$ cat src/rtl/io_master.sv
// io_master: single-outstanding CPU-to-peripheral IO bus master.
// A request accepted in IDLE is driven onto the peripheral bus during ACCESS
// until the peripheral signals ready or the cycle budget runs out. The result
// is reported as a one-cycle pulse in RESP.
module io_master #(
  parameter int unsigned TIMEOUT_CYCLES = 255
) (
  input  logic        i_clk,
  input  logic        i_rst,
  input  logic        i_req_valid,
  output logic        o_req_ready,
  input  logic        i_req_we,
  input  logic [15:0] i_req_addr,
  input  logic [15:0] i_req_wdata,
  output logic        o_resp_valid,
  output logic [15:0] o_resp_rdata,
  output logic        o_resp_err,
  output logic [15:0] o_addr,
  output logic        o_sel,
  output logic        o_we,
  output logic        o_re,
  output logic [15:0] o_wdata,
  input  logic [15:0] i_rdata,
  input  logic        i_rdy
);

  typedef enum logic [1:0] {
    S_IDLE,
    S_ACCESS,
    S_RESP
  } state_t;

  // Counter value seen in the final permitted ACCESS cycle (counter starts at 0).
  localparam logic [7:0] LP_LAST = 8'(TIMEOUT_CYCLES - 1);

  state_t      r_state;
  logic [7:0]  r_cnt;
  logic        r_req_ready;
  logic        r_resp_valid;
  logic [15:0] r_resp_rdata;
  logic        r_resp_err;
  logic [15:0] r_addr;
  logic        r_sel;
  logic        r_we;
  logic        r_re;
  logic [15:0] r_wdata;

  // The bus registers double as the latched request: they hold the accepted
  // we/addr/wdata for the whole ACCESS phase and are zeroed outside it.
  // Controller FSM with all outputs registered alongside the state.
  always_ff @(posedge i_clk) begin
    if (!i_rst) begin
      r_state      <= S_IDLE;
      r_cnt        <= '0;
      r_req_ready  <= 1'b1;
      r_resp_valid <= 1'b0;
      r_resp_rdata <= '0;
      r_resp_err   <= 1'b0;
      r_addr       <= '0;
      r_sel        <= 1'b0;
      r_we         <= 1'b0;
      r_re         <= 1'b0;
      r_wdata      <= '0;
    end else begin
      case (r_state)
        S_IDLE: begin
          if (i_req_valid && r_req_ready) begin
            r_state     <= S_ACCESS;
            r_req_ready <= 1'b0;
            r_cnt       <= '0;
            r_sel       <= 1'b1;
            r_addr      <= i_req_addr;
            r_wdata     <= i_req_wdata;
            r_we        <= i_req_we;
            r_re        <= ~i_req_we;
          end
        end
        S_ACCESS: begin
          // Ready takes priority over timeout in the last permitted cycle.
          if (i_rdy || (r_cnt == LP_LAST)) begin
            r_state      <= S_RESP;
            r_resp_valid <= 1'b1;
            r_resp_err   <= ~i_rdy;
            r_resp_rdata <= (i_rdy && !r_we) ? i_rdata : '0;
            r_sel        <= 1'b0;
            r_we         <= 1'b0;
            r_re         <= 1'b0;
            r_addr       <= '0;
            r_wdata      <= '0;
          end else begin
            r_cnt <= r_cnt + 8'd1;
          end
        end
        S_RESP: begin
          r_resp_valid <= 1'b0;
          r_req_ready  <= 1'b1;
          r_state      <= S_IDLE;
        end
        default: begin
          r_state     <= S_IDLE;
          r_req_ready <= 1'b1;
        end
      endcase
    end
  end

  assign o_req_ready  = r_req_ready;
  assign o_resp_valid = r_resp_valid;
  assign o_resp_rdata = r_resp_rdata;
  assign o_resp_err   = r_resp_err;
  assign o_addr       = r_addr;
  assign o_sel        = r_sel;
  assign o_we         = r_we;
  assign o_re         = r_re;
  assign o_wdata      = r_wdata;

endmodule

$ cat config.mk
export PLATFORM = sky130hd
export DESIGN_NAME = io_master
export DESIGN_NICKNAME = d
export VERILOG_FILES = /design/src/rtl/io_master.sv
export SDC_FILE = /design/constraint.sdc
export NUM_CORES = 1
export LEC_CHECK = 0
export BUFFER_PORTS_ARGS = -buffer_cell sky130_fd_sc_hd__buf_2
export CORE_ASPECT_RATIO = 1.2
export CORE_MARGIN = 4
export CORE_UTILIZATION = 35
export CTS_CLUSTER_SIZE = 24
export DETAILED_ROUTE_END_ITERATION = 7
export PLACE_DENSITY = 0.68
export SLEW_MARGIN = 10
export SYNTH_ARGS = -nofsm -noshare
export SYNTH_HDL_FRONTEND = slang
export SYNTH_SLANG_ARGS = --single-unit
$ cat constraint.sdc
create_clock -name i_clk -period 1.4 [get_ports i_clk]
set_input_delay 0.14 -clock i_clk [delete_from_list [all_inputs] [get_ports i_clk]]
set_output_delay 0.14 -clock i_clk [all_outputs]
set_load 0.005 [all_outputs]
==> results.yml, run 1 <==
status:
  status: "finished, violations left"
  violations: "setup timing"
sta:
  worst_pin_slew_ns: 0.2645
  hold_viol: 0
  finalCriticalPeriod_ns: 1.456
  hold-worst-slack_ns: 0.02064
  skew_ns: 0.009279
  finalCritPeriodShare_pct: 104.0
  setup-tns-final_ns: -0.09393
  setup_ws_ns: -0.05565
  fmaxAchievable_mhz: 687.0
  timing_max_transition_violations_final: 0
  slew-limit-headroom_pct: 82.32
  finalSetupViolCount: 5
  grt_setup_unrepaired: "yes"
place:
  hpwl_um: 4820
  post-place-ws_ns: -0.2477
  dpl_cell_area_mm2: 0.003233
  gp_congestion: 0.8538
  io_buffers: 106
routing:
  first_pass_iters: 4
  vias_per_cell: 5.029
  drcViolationCount: 0
  wl_per_cell_um: 14.07
  dr.first_iter.drc_count: 78
  num_vias: 2454
  totalWireLength_um: 6866
  ant_nets: 0
power_and_ir_drop:
  p_leak_nw: 1.619
  power_density_mw_per_mm2: 1212
  design_power_total_w: 0.004391
  ir_drop_mv: 0.7506
grt:
  grt_max_degree: 35
  first_global_vias: 2456
  track_usage_pct: 16.76
  antenna_found_initial: 1
  grt_pass1_wl_um: 11210
  grt_overflow: 0
finish:
  fin_area_mm2: 0.003623
  insertedDiodeCount: 0
  layout_common_cells: "buf_2 (106), dfxtp_1 (58), nand2_1 (39), a21oi_1 (39), o21ai_1 (31)"
  layout_commonest_cell: "buf_2"
  drive_above_1_share_pct: 43.92
  nets: 453
  area_delta_synth_final_pct: 51.23
logic_synthesis:
  yosys_warnings: 0
  synth-seq-cells: 64
  synth_seq_area_share_pct: 53.47
  synthDistinctLibCells: 34
  syn_inst: 267
  syn-num-nets: 322
  syn_area_per_cell_um2: 8.974
  synth_area_mm2: 0.002396
worst_setup_path:
  crit_type: "flop to flop"
  crit_slowest_cell: "or4_1"
  worstPathCellList: "or3b_4, or4_1, a31oi_1"
  critPathRequiredTime_ns: 1.65
  path_max_fanout: 6
  cpPeakStageDelay_ns: 0.47
  endpoint_kind: "flop"
  cp.arrival_ns: 1.71
  critPathBufInv: 0
  start_kind: "flop"
  cpLargestDelayFamily: "simple AND/OR/NAND/NOR gates"
run:
  max-cap-violations: 0
cts:
  clk_latency_ns: 0.33
  cts_max_path_buffers: 2
  cts_max_level: 3
  cts.clk_slew.worst_paths_ns: 0.07
  cts_inserted_buffers: 9
  cts_tree: "yes"
  clock-root-buffer: "clkbuf_8"
  cts.sinks: 64
floorplanning:
  core_area_mm2: 0.006526
  initial_core_util_pct: 36.71
  num_rows: 32
  die_w_um: 83.53
  num_io_pins: 107
  die_height_um: 98.64
  die_area_mm2: 0.008239
hold_path:
  worst_hold_path_type: "primary input to flop"
worst paths after layout:
kind,endpoint,slack (ns),depth (start not counted),startpoint
max,r_cnt[7],-0.06,3,r_state[1]
min,o_resp_rdata[6],0.02,2,i_rdata[6]
max reg2reg,r_cnt[7],-0.06,3,r_state[1]
min reg2reg,o_addr[10],0.46,2,o_addr[10]
power by group:
| part | switching (W) | internal [W] |
|---|---|---|
| combinational | 0.000292 | 0.000277 |
| sequential | 0.0000474 | 0.00192 |
| clock | 0.000682 | 0.00118 |
| total | 0.00102 | 0.00337 |
registers in the layout, summed over array words and instances (netlist names), 2 cells and up:
register and flops:
r_state 2, o_resp_rdata 16, r_cnt 8, o_wdata 16
o_addr 16
final cells by class:
type                    count  area [um^2]
clock inverters             6        107.6
clock buffers              10        127.6
fillers                   598         2903
repair buffers            139        862.1
well taps                  85        106.4
flip-flops and latches     64         1289
inverters                   5        18.77
multi-input cells         179         1112
cells in the mapped netlist, drive strengths merged:
| cell | count | area share, % |
|---|---|---|
| o2111ai | 2 | 0.99 |
| and2b | 1 | 0.31 |
| a31oi | 4 | 1.0 |
| o211a | 1 | 0.42 |
| a22o | 16 | 5.8 |
| nand3b | 1 | 0.31 |
| o21ai | 36 | 7.5 |
| inv | 5 | 0.78 |
| o21bai | 2 | 0.63 |
| nand2b | 2 | 0.52 |
| nor2 | 5 | 0.78 |
| nor3 | 2 | 0.63 |
| a21oi | 40 | 8.5 |
| o211ai | 3 | 0.94 |
| or3b | 1 | 0.47 |
| buf | 7 | 1.9 |
| nand2 | 39 | 6.1 |
| dfxtp | 64 | 53 |
| ha | 2 | 1.0 |
| o41ai | 2 | 1.0 |
| nand3 | 10 | 2.1 |
| and3 | 1 | 0.26 |
| o21a | 2 | 0.63 |
| nand4 | 2 | 0.52 |
| or4 | 3 | 0.94 |
| or2 | 1 | 0.26 |
| clkbuf | 13 | 2.0 |
per-stage QoR:
stage          std cells  util (%)
2_1_floorplan        267         -
3_3_place_gp         464     49.54
3_5_place_dp         464     49.54
4_1_cts              487     54.66
5_1_grt              488     55.52
6_report             488     55.52
what timing repair did:
action,in CTS,in global routing
buffers inserted,3,11
pin swaps,4,9
gates cloned,0,1
hold buffers,4,0
setup endpoints to repair,30,60
hold endpoints to repair,4,0
gates resized for setup,11,10
cells by family after synthesis:
group | after synthesis | share of synthesized area [%]
compound gates | 108 | 27.57
simple gates | 68 | 13.21
flops | 64 | 53.47
buf+inv | 25 | 4.699
fa+ha+maj | 2 | 1.044
metal layers:
metal	vias up	GRT usage, %	part of all wire [%]
met1	1143	18.32	40
met3	13	4.682	6.3
li1	1217	-	-
met4	2	8.663	2.0
met2	79	29.57	51
met5	-	0	0.19
Note: power is estimated with default switching activity, not from simulation.
==> run 2, diff against run 1 <==
Settings changed: GPL_ROUTABILITY_DRIVEN from default to 0, MAX_ROUTING_LAYER from default to met4.
==> run 2 against run 1 <==
  * The flow still finishes with violations (setup timing)
  * Non-clock buffer count unchanged
  * Core utilization about the same
  * Power barely moved
  * Final area about the same
  * Clock power about the same
  * Global-route usage grew 0.50 points
  * Fmax grew 0.16%
  * Worst hold slack got worse by 0.0046 ns
  * Combinational power is essentially flat
  * Die area stayed put
  * Worst setup slack better by 0.0024 ns
  * Critical endpoint unchanged
==> results.yml, run 2 (synthesized netlist as in run 1, its figures left out) <==
routing:
  totalWireLength_um: 6885
  dr.first_iter.drc_count: 96
  wl_per_cell_um: 14.08
  vias_per_cell: 5.010
  first_pass_iters: 4
  m1WireLength_um: 2854
  top_layer_used: "met4"
  wl_met2_um: 3531
  drcViolationCount: 0
  num_vias: 2450
  ant_nets: 0
  route.met3.wl_um: 393
floorplanning:
  die_area_mm2: 0.008239
  num_rows: 32
  core_area_mm2: 0.006526
  initial_core_util_pct: 36.71
  num_io_pins: 107
  die_height_um: 98.64
  die_w_um: 83.53
place:
  io_buffers: 106
  hpwl_um: 4820
sta:
  slew-limit-headroom_pct: 82.30
  skew_ns: 0.01128
  grt_setup_unrepaired: "yes"
  worst_pin_slew_ns: 0.2647
  timing_max_transition_violations_final: 0
  finalCriticalPeriod_ns: 1.453
  hold-worst-slack_ns: 0.01603
  fmaxAchievable_mhz: 688.1
  setup_ws_ns: -0.05329
  finalSetupViolCount: 4
  hold_viol: 0
  finalCritPeriodShare_pct: 103.8
power_and_ir_drop:
  design_power_total_w: 0.004395
  ir_drop_mv: 0.7508
  p_leak_nw: 1.619
  power_density_mw_per_mm2: 1212
cts:
  cts_max_path_buffers: 2
  cts.sinks: 64
  cts.clk_slew.worst_paths_ns: 0.08
  clk_latency_ns: 0.33
  cts_tree: "yes"
  cts_max_level: 3
  clock-root-buffer: "clkbuf_8"
  cts_inserted_buffers: 9
grt:
  antenna_found_initial: 1
  grt_overflow: 0
  grt_pass1_wl_um: 11210
  track_usage_pct: 17.26
  grt_max_degree: 35
  first_global_vias: 2459
finish:
  layout_commonest_cell: "buf_2"
  fillers: 598
  layout_common_cells: "buf_2 (106), dfxtp_1 (58), nand2_1 (39), a21oi_1 (39), o21ai_1 (31)"
  area_delta_synth_final_pct: 51.33
  nets: 453
  drive_above_1_share_pct: 43.92
worst_setup_path:
  crit_type: "flop to flop"
  path_max_fanout: 6
  crit_path_start: "r_state[1]"
  start_kind: "flop"
  timing.rr.start: "r_state[1]"
  endpoint_kind: "flop"
  critPathRequiredTime_ns: 1.65
  cp.arrival_ns: 1.71
hold_path:
  worst_hold_path_type: "primary input to flop"
  min_from: "i_rdata[6]"
run:
  max-cap-violations: 0
status:
  violations: "setup timing"
  status: "finished, violations left"
## run 2: cell types whose count changed in the layout (fill, tap and decap cells not counted), sizes merged
cell,change
diode,+1
## run 2: repair_timing
action                                 4_1_cts  5_1_grt
setup endpoints to repair                   30       60
resized for setup                           11       10
endpoints found under the hold margin        4        0
gates cloned                                 0        1
pin swaps                                    4        9
buffers inserted                             3       11
hold buffers                                 4        0
## run 2: area by class of cell
cell class	instances	area, um^2	share of cell area (%)
multi-input combinational	179	1112	30.68
sequential	64	1289	35.54
clock inverter	6	107.6	2.968
timing repair buffer	139	862.1	23.78
inverter	5	18.77	0.5176
antenna	1	2.502	0.06901
clock buffer	10	127.6	3.520
tap	85	106.4	2.933
## run 2: routing by layer
layer	global-route usage (%)	vias up
li1	-	1219
met4	8.663	0
met2	29.63	73
met5	-	-
met3	4.264	9
met1	18.52	1149
## run 2: worst paths after layout
check | endpoint | slack [ns] | cells after the start
max | r_cnt[7] | -0.05 | 3
min | o_resp_rdata[6] | 0.02 | 2
max reg2reg | r_cnt[7] | -0.05 | 3
min reg2reg | o_addr[10] | 0.46 | 2
## run 2: worst max-delay path, cell delays in order, from the launching register on
cell	delay [ns]
dfxtp_2	0.33
or3b_4	0.43
or4_1	0.47
a31oi_1	0.16
## run 2: power by group
part	total (W)	internal [W]	switching, W	leakage (nW)
clock network	0.00186	0.00118	0.000685	0.116
logic	0.000570	0.000277	0.000292	0.978
registers	0.00196	0.00192	0.0000475	0.525
total	0.00440	0.00337	0.00102	1.62
## run 2: stage by stage
step	TNS [ns]	utilization [%]	std cells	setup WS (ns)	area, um^2
finish	-0.08344	55.56	489	-0.05329	3626
floorplan	-0.7763	-	267	-0.09155	2480
detailed placement	-4.421	49.54	464	-0.2477	3233
global route	-3.296	55.56	489	-0.1027	3626
CTS	-0.4346	54.66	487	-0.05800	3567
global placement	-3.798	49.54	464	-0.2039	3233
